$ cat src/rtl/pck_len_rd_ctrl.sv
// -----------------------------------------------------------------------------
// pck_len_rd_ctrl
// Read-side controller for a packet-length buffer. It pops one entry at a time,
// waits one cycle for the buffer's registered read data, and presents the
// length downstream with a valid/ready handshake. Entries of zero length are
// dropped and flagged with a one-cycle pulse. A sticky flag records any time
// the writer/reader pointer distance exceeds the buffer depth.
//
// Ports
//   int_buffer_clk      in   rising-edge clock
//   int_buffer_rstn     in   asynchronous active-low reset
//   int_buffer_sw_rstn  in   synchronous active-high soft reset
//   wr_ptr_i            in   writer pointer (index + wrap bit), binary
//   rd_en_o             out  read strobe to the buffer (combinational)
//   rd_addr_o           out  read pointer (index + wrap bit)
//   buffer_empty_o      out  wr_ptr_i == read pointer (combinational)
//   rd_data_i           in   buffer read data, valid one cycle after rd_en_o
//   pck_len_o           out  packet length presented downstream
//   pck_len_valid_o     out  pck_len_o valid
//   pck_len_ready_i     in   downstream accepts pck_len_o
//   zero_len_err_o      out  one-cycle pulse: zero-length entry discarded
//   ptr_err_o           out  sticky pointer-distance error
//   fill_level_o        out  wr_ptr_i - read pointer, modulo 2**(ADDR_WIDTH+1)
// -----------------------------------------------------------------------------
module pck_len_rd_ctrl #(
    parameter int DATA_WIDTH = 12,
    parameter int ADDR_WIDTH = 5,
    parameter int DEPTH      = 32
) (
    input  logic                  int_buffer_clk,
    input  logic                  int_buffer_rstn,
    input  logic                  int_buffer_sw_rstn,
    input  logic [ADDR_WIDTH:0]   wr_ptr_i,
    output logic                  rd_en_o,
    output logic [ADDR_WIDTH:0]   rd_addr_o,
    output logic                  buffer_empty_o,
    input  logic [DATA_WIDTH-1:0] rd_data_i,
    output logic [DATA_WIDTH-1:0] pck_len_o,
    output logic                  pck_len_valid_o,
    input  logic                  pck_len_ready_i,
    output logic                  zero_len_err_o,
    output logic                  ptr_err_o,
    output logic [ADDR_WIDTH:0]   fill_level_o
);

    typedef enum logic [1:0] {
        IDLE  = 2'd0,
        WAIT  = 2'd1,
        VALID = 2'd2
    } state_t;

    localparam logic [ADDR_WIDTH:0]   PTR_ZERO = '0;
    localparam logic [ADDR_WIDTH:0]   PTR_ONE  = {{ADDR_WIDTH{1'b0}}, 1'b1};
    localparam logic [ADDR_WIDTH:0]   DEPTH_C  = (ADDR_WIDTH + 1)'(DEPTH);
    localparam logic [DATA_WIDTH-1:0] LEN_ZERO = '0;

    state_t                state_r;
    logic [ADDR_WIDTH:0]   rd_ptr_r;
    logic                  empty_s;
    logic                  rd_en_s;
    logic [ADDR_WIDTH:0]   fill_s;

    // Empty detection, fill level and the read strobe; the soft reset blocks
    // the strobe so no pointer advance can coincide with it.
    always_comb begin
        empty_s = (wr_ptr_i == rd_ptr_r);
        fill_s  = wr_ptr_i - rd_ptr_r;
        rd_en_s = 1'b0;
        if ((state_r == IDLE) && !empty_s && !int_buffer_sw_rstn) begin
            rd_en_s = 1'b1;
        end else begin
            rd_en_s = 1'b0;
        end
    end

    assign rd_en_o        = rd_en_s;
    assign rd_addr_o      = rd_ptr_r;
    assign buffer_empty_o = empty_s;
    assign fill_level_o   = fill_s;

    // Read FSM, read pointer and all registered outputs.
    always_ff @(posedge int_buffer_clk or negedge int_buffer_rstn) begin
        if (!int_buffer_rstn) begin
            state_r         <= IDLE;
            rd_ptr_r        <= PTR_ZERO;
            pck_len_o       <= LEN_ZERO;
            pck_len_valid_o <= 1'b0;
            zero_len_err_o  <= 1'b0;
            ptr_err_o       <= 1'b0;
        end else if (int_buffer_sw_rstn) begin
            state_r         <= IDLE;
            rd_ptr_r        <= PTR_ZERO;
            pck_len_o       <= LEN_ZERO;
            pck_len_valid_o <= 1'b0;
            zero_len_err_o  <= 1'b0;
            ptr_err_o       <= 1'b0;
        end else begin
            // Pulse output: low unless the WAIT branch raises it this edge.
            zero_len_err_o <= 1'b0;
            // A distance above DEPTH can only come from a corrupted pointer.
            if (fill_s > DEPTH_C) begin
                ptr_err_o <= 1'b1;
            end
            case (state_r)
                IDLE: begin
                    if (rd_en_s) begin
                        // Natural binary overflow toggles the wrap bit.
                        rd_ptr_r <= rd_ptr_r + PTR_ONE;
                        state_r  <= WAIT;
                    end
                end
                WAIT: begin
                    pck_len_o <= rd_data_i;
                    if (rd_data_i == LEN_ZERO) begin
                        zero_len_err_o <= 1'b1;
                        state_r        <= IDLE;
                    end else begin
                        pck_len_valid_o <= 1'b1;
                        state_r         <= VALID;
                    end
                end
                VALID: begin
                    if (pck_len_valid_o && pck_len_ready_i) begin
                        pck_len_valid_o <= 1'b0;
                        state_r         <= IDLE;
                    end
                end
                default: begin
                    pck_len_valid_o <= 1'b0;
                    state_r         <= IDLE;
                end
            endcase
        end
    end

endmodule

$ cat config.mk
export PLATFORM = sky130hd
export DESIGN_NAME = pck_len_rd_ctrl
export DESIGN_NICKNAME = d
export VERILOG_FILES = /design/src/rtl/pck_len_rd_ctrl.sv
export SDC_FILE = /design/constraint.sdc
export NUM_CORES = 1
export LEC_CHECK = 0
export ABC_AREA = 1
export ABC_CLOCK_PERIOD_IN_PS = 3250
export CORE_MARGIN = 1
export CORE_UTILIZATION = 35
export CTS_CLUSTER_SIZE = 28
export DETAILED_ROUTE_END_ITERATION = 7
export PLACE_DENSITY = 0.67
export SLEW_MARGIN = 20
export SYNTH_ARGS = -nofsm -noshare
export SYNTH_HDL_FRONTEND = slang
export SYNTH_SLANG_ARGS = --single-unit
$ cat constraint.sdc
create_clock -name int_buffer_clk -period 3.25 [get_ports int_buffer_clk]
set_clock_uncertainty 0.15 [all_clocks]
set_input_delay 0.4875 -clock int_buffer_clk [delete_from_list [all_inputs] [get_ports int_buffer_clk]]
set_output_delay 0.4875 -clock int_buffer_clk [all_outputs]
set_load 0.02 [all_outputs]
Word-level counts from Yosys, hierarchy flattened
Index checks and enable logic that the tools add are counted.
Word-level totals
  logic and storage cells: 50
  flip-flop bits (word level): 23
Cells by class
  add/subtract/negate cells: 2
  eq/ne operators: 7
  multiplexer cells: 20
  magnitude comparators: 1
  reductions and logical operators: 14
Operators by type and width (number)
  12-bit two-way mux: 2
  6-bit two-way mux: 3
  12-bit logical NOT: 1
  1-bit two-way mux: 9
  3-bit != test (second input constant): 3
  2-bit two-way mux: 4
  2-bit nonzero test: 4
  6-bit by 1-bit adder with 6-bit output (second input constant): 1
  6-bit == test: 1
  6-bit > comparator (second input constant): 1
  2-bit case mux with 3 select lines: 1
  6-bit subtractor: 1
  2-bit AND reduction: 2
  1-bit logical AND: 3
  1-bit case mux with 3 select lines: 1
  3-bit AND reduction: 1
  2-bit by 1-bit == test with 1-bit output (second input constant): 1
  2-bit == test (second input constant): 1
  1-bit logical NOT: 2
  2-bit logical NOT: 1
  2-bit != test (second input constant): 1

Logic depth before layout (Yosys ltp)
  depth in word-level cells: 8
  gate-level depth with buffers: 11
  mapped depth without buffers: 11

Worst setup path before layout
No wires, ideal clock.
  path type: register to output
  start point: register rd_ptr_r[0] (netlist: rd_addr_o[0])
  end point: output port fill_level_o[2]
  data arrival time: 1.579 ns
  path buffers: 0
  path slack: 1.033 ns
  stages on the path, launching flop included: 4
  required time: 2.612 ns
  path through: dfrtp_1 ha_1 fa_1 xnor2_1
Between the ends
  word-level cells in the longest chain between the ends: 1
Ends and longest elaborated chain
  start: declaration: RTL line 58  | logic [ADDR_WIDTH:0] rd_ptr_r;
  start signal: assignment: RTL line 108  | rd_ptr_r <= rd_ptr_r + PTR_ONE;
  6-bit subtractor: RTL line 67  | fill_s = wr_ptr_i - rd_ptr_r;
  end: declaration: RTL line 43  | output logic [ADDR_WIDTH:0] fill_level_o
Every way passes these cells.

Worst setup path in the final report
  start point: input port wr_ptr_i[0]
  end point: output port fill_level_o[2]
Between the ends
  word-level cells in the longest chain between the ends: 1
Ends and longest elaborated chain
  start: declaration: RTL line 33  | input logic [ADDR_WIDTH:0] wr_ptr_i,
  6-bit subtractor: RTL line 67
Every way passes these cells.

==> impl.org <==
** CTS
- After clock tree synthesis, the clock-pin slew on the worst setup and hold paths is 0.08 ns.
- In this run the number of H-tree levels came out at 1.
- Buffers added to address setup during post-CTS repair amount to 0.
- The later pin in the worst-skew pair is clocked with a latency of 0.26 ns.
- CTS tree :: done
- The clock net in this run drives a total of 23 sinks.
- CTS placed an instance of sky130_fd_sc_hd__clkbuf_8 at the clock tree root.
- Inserted Clock Buffers :: 3
- Maximum buffer depth of the clock tree :: 2

** GRT
- For this run, the total global-route usage over all layers was measured as 16.6%.
- The initial antenna violation count came to 0.
- Pin count of the biggest net entering global routing :: 24
- Via count of the first global-routing pass :: 1236
- The first global-routing pass estimated 5470 um of wire.
- Global routing finished with a remaining overflow of 0.

** Logic synthesis
- Yosys top cell by area :: sky130_fd_sc_hd__dfrtp_1
- Share of Yosys cell area claimed by the top area cell type :: 40.8%
- Synthesis handed over a netlist of 182 instances.
- FF+latch count, synth :: 23
- Top cells by area, synth :: sky130_fd_sc_hd__dfrtp_1 (41%), sky130_fd_sc_hd__nand2_1 (10%), sky130_fd_sc_hd__inv_1 (8.5%)
- Total standard cell area after synthesis :: 1410 sq um
- Syn_nets :: 211
- Averaged over all synthesized cells, the footprint is 7.75 sq um.
- For this run, the number of Yosys warnings is 0.
- Yosys mapped the design onto 26 distinct sky130hd cell types.
- Sequential area share after synthesis :: 40.8%

** Finish
- Area growth from synthesis to layout :: 42.3%
- Summing all flip-flop and latch instances after layout gives 576 sq um.
- Fin cells :: 283
- Fraction of layout instances using a drive strength above 1 :: 9.36%
- Fill cells :: 364
- Final cell utilization of the core :: 53.3%
- The net count of the finished layout is 265.
- Summing all multi-input logic gate instances after layout gives 677 sq um.
- The number of antenna diodes in the final layout is 0.

** STA
- The worst pin sits at a relative slew slack of 67.2%.
- Number of max-slew violations in the final report :: 0
- For the final routed database, the setup TNS stands at 0 ns.
- Setup violations remaining at the end of the flow were counted as 0.
- Final hold violations :: 0
- The worst path meets setup with 0.193 ns of slack.
- Hold timing on the final database bottoms out at a slack of 0.372 ns.
- Timing would allow up to 327 MHz.
- In the finished design, the share of the clock period the worst path needs comes to 94.1%.
- Setup repair after global routing left no endpoint under its margin.
- Transition time at the pin with the least slew margin :: 0.490 ns
- Counting I/O delays and the setup requirement, the final critical path takes 3.06 ns.

** Route
- Antenna Nets Post-Route :: 0
- Dividing the detail-routed via count by the number of cells gives 4.73.
- Starting DRC count in detailed routing :: 38
- The pre-antenna-repair detailed-routing pass consisted of 4 iterations.
- WL per Instance :: 11.2 um
- The routed layout has 1340 vias.
- DRC :: 0
- Total Wirelength :: 3160 um

** Setup path
- Setup slack on the worst reg-to-reg path comes out at 1.27 ns.
- Among all stages on the critical path, the largest delay is contributed by sky130_fd_sc_hd__clkdlybuf4s50_1.
- STA puts the critical path data required time at 2.61 ns.
- For the worst flop-to-flop path, the logic depth is 10.
- Grouping stages by cell kind, the critical path spends the most delay in buffers and inverters.
- CP Depth :: 6
- In this run the worst setup path terminates at fill_level_o[2].
- Crit start category :: input port
- The worst register-to-register path ends at ptr_err_o$_DFFE_PN0P_.
- Along the worst path, the maximum fanout reaches 2.
- Data arrives at the worst endpoint at 2.42 ns.
- Worst Setup End Kind :: output pin
- Together, buffers and inverters on the worst path number 3.
- The most critical setup path has its startpoint at wr_ptr_i[0].
- Worst setup path class :: in -> out
- Cell Chain, Critical Path :: clkdlybuf4s50_1 > inv_1 > ha_1 > fa_1 > xnor2_1 > clkdlybuf4s50_1
- In this design, the critical path's most frequently occurring cell is sky130_fd_sc_hd__clkdlybuf4s50_1.
- Biggest cell delay along the critical path :: 0.63 ns
- In this run the critical register-to-register path is launched from rd_addr_o[0]$_DFFE_PN0P_.

** Die
- Die X :: 65.5 um
- I/O pin total :: 51
- Initial standard-cell utilization of the core :: 37.4%
- The total area inside the core boundary comes to 3770 sq um.
- Site row count :: 22
- From bottom edge to top edge, the die measures 65.5 um.
- The die covers 4290 sq um.

** Place
- Placed Cells :: 279
- Pre-CTS setup slack :: 0.0856 ns
- The HPWL after detailed placement is 2490 um.
- Input and output buffers added on the ports amount to 50.
- The congestion estimate from routability-driven global placement came to 0.797.

** Power
- Summed over all cells, the static leakage comes to 0.969 nW.
- VDD IR-drop max :: 0.279 mV
- Power density of the placed cells :: 511 nW/um^2

** Hold path
- The worst hold path begins at pck_len_o[8]$_DFFE_PN0P_.
- The min-delay analysis places its worst path in the category reg -> reg.

** Run status
- The flow ran to the end, and the final reports show no timing, DRC or antenna violations.

** Run
- Across the run, the number of max-cap violations was 0.
-- where the power goes --
group	internal (mW)	switching (mW)
clock network	0.0857	0.0932
registers	0.323	0.0419
logic	0.221	0.261
-- metal layers --
| layer | wire length (um) | up-vias | GRT usage [%] |
|---|---|---|---|
| li1 | - | 682 | - |
| met1 | 1430 | 605 | 22.6 |
| met2 | 1460 | 48 | 25.9 |
| met3 | 226 | 5 | 3.47 |
| met4 | 45 | 0 | 5.71 |
| met5 | 0 | - | 0 |
-- how the worst min path moves through the flow --
stage               slack (ns)                  endpoint  depth (start not counted)
global placement          0.34  pck_len_o[0]$_DFFE_PN0P_                          2
CTS                       0.37  pck_len_o[8]$_DFFE_PN0P_                          2
finish                    0.37  pck_len_o[8]$_DFFE_PN0P_                          2
detailed placement        0.35  pck_len_o[8]$_DFFE_PN0P_                          2
global route              0.41  pck_len_o[6]$_DFFE_PN0P_                          2
floorplan                 0.04  pck_len_o[0]$_DFFE_PN0P_                          0
-- layout by cell type (no fill, tap or decap), types with 6 or more instances in the layout --
master and n:
sky130_fd_sc_hd__clkdlybuf4s50_1 49, sky130_fd_sc_hd__dfrtp_1 23, sky130_fd_sc_hd__ha_1 6, sky130_fd_sc_hd__inv_1 32, sky130_fd_sc_hd__nand2_1 38, sky130_fd_sc_hd__nand3_1 22
sky130_fd_sc_hd__nor2_1 12, sky130_fd_sc_hd__o21ai_0 7, sky130_fd_sc_hd__o21ai_1 7
-- cell usage after synthesis (all sizes together) --
master / number
nand2: 44
inv: 35
dfrtp: 23
nand3: 23
nor2: 15
o21ai: 14
ha: 6
a21oi: 5
nand4: 4
nor3: 4
buf: 3
a21boi: 1
and3: 1
fa: 1
or2: 1
xnor2: 1
xor2: 1
-- cell families after synthesis --
| group | count (synthesis) | share of synthesized area, % |
|---|---|---|
| AOI/OAI and AO/OA | 20 | 7.80 |
| xor gates and xnor gates | 2 | 1.24 |
| adders and majority gates | 7 | 6.74 |
| buffers and inverters | 38 | 11.3 |
| DFF | 23 | 40.8 |
| and+or+nand+nor | 92 | 32.2 |
-- worst reg2reg max path, stage by stage, from the launching register on --
cell	delay [ns]
sky130_fd_sc_hd__dfrtp_1	0.47
sky130_fd_sc_hd__ha_1	0.24
sky130_fd_sc_hd__fa_1	0.41
sky130_fd_sc_hd__inv_1	0.09
sky130_fd_sc_hd__nand2_1	0.05
sky130_fd_sc_hd__nand2_1	0.06
sky130_fd_sc_hd__nand3_1	0.06
sky130_fd_sc_hd__nand2_1	0.09
sky130_fd_sc_hd__nand3_1	0.10
sky130_fd_sc_hd__nand2_1	0.10
sky130_fd_sc_hd__a21oi_2	0.06
-- state kept, by name (all words and copies together) (netlist names) --
register	cells
state_r	2
pck_len_o	12
rd_addr_o	6
zero_len_err_o	1
pck_len_valid_o	1
ptr_err_o	1
-- through the flow --
stage / power, mW / cell area (sq um)
3_3_place_gp: 0.855 / 1960
5_1_grt: 1.10 / 2010
4_1_cts: 1.04 / 2010
2_1_floorplan: 0.654 / 1410
3_5_place_dp: 0.858 / 1960
6_report: 1.03 / 2010
-- timing repair --
item,in CTS,in global routing
hold buffers,0,0
endpoints found under the setup margin,0,1
resized for setup,0,1
-- cell type report --
cell class                 count  share of cell area [%]
timing repair buffer          52                    25.8
clock inverter                 1                   0.249
tap                           48                    2.99
sequential                    23                    28.7
multi-input combinational    121                    33.7
inverter                      35                    6.54
clock buffer                   3                    2.06
Note: power is estimated with default switching activity, not from simulation.
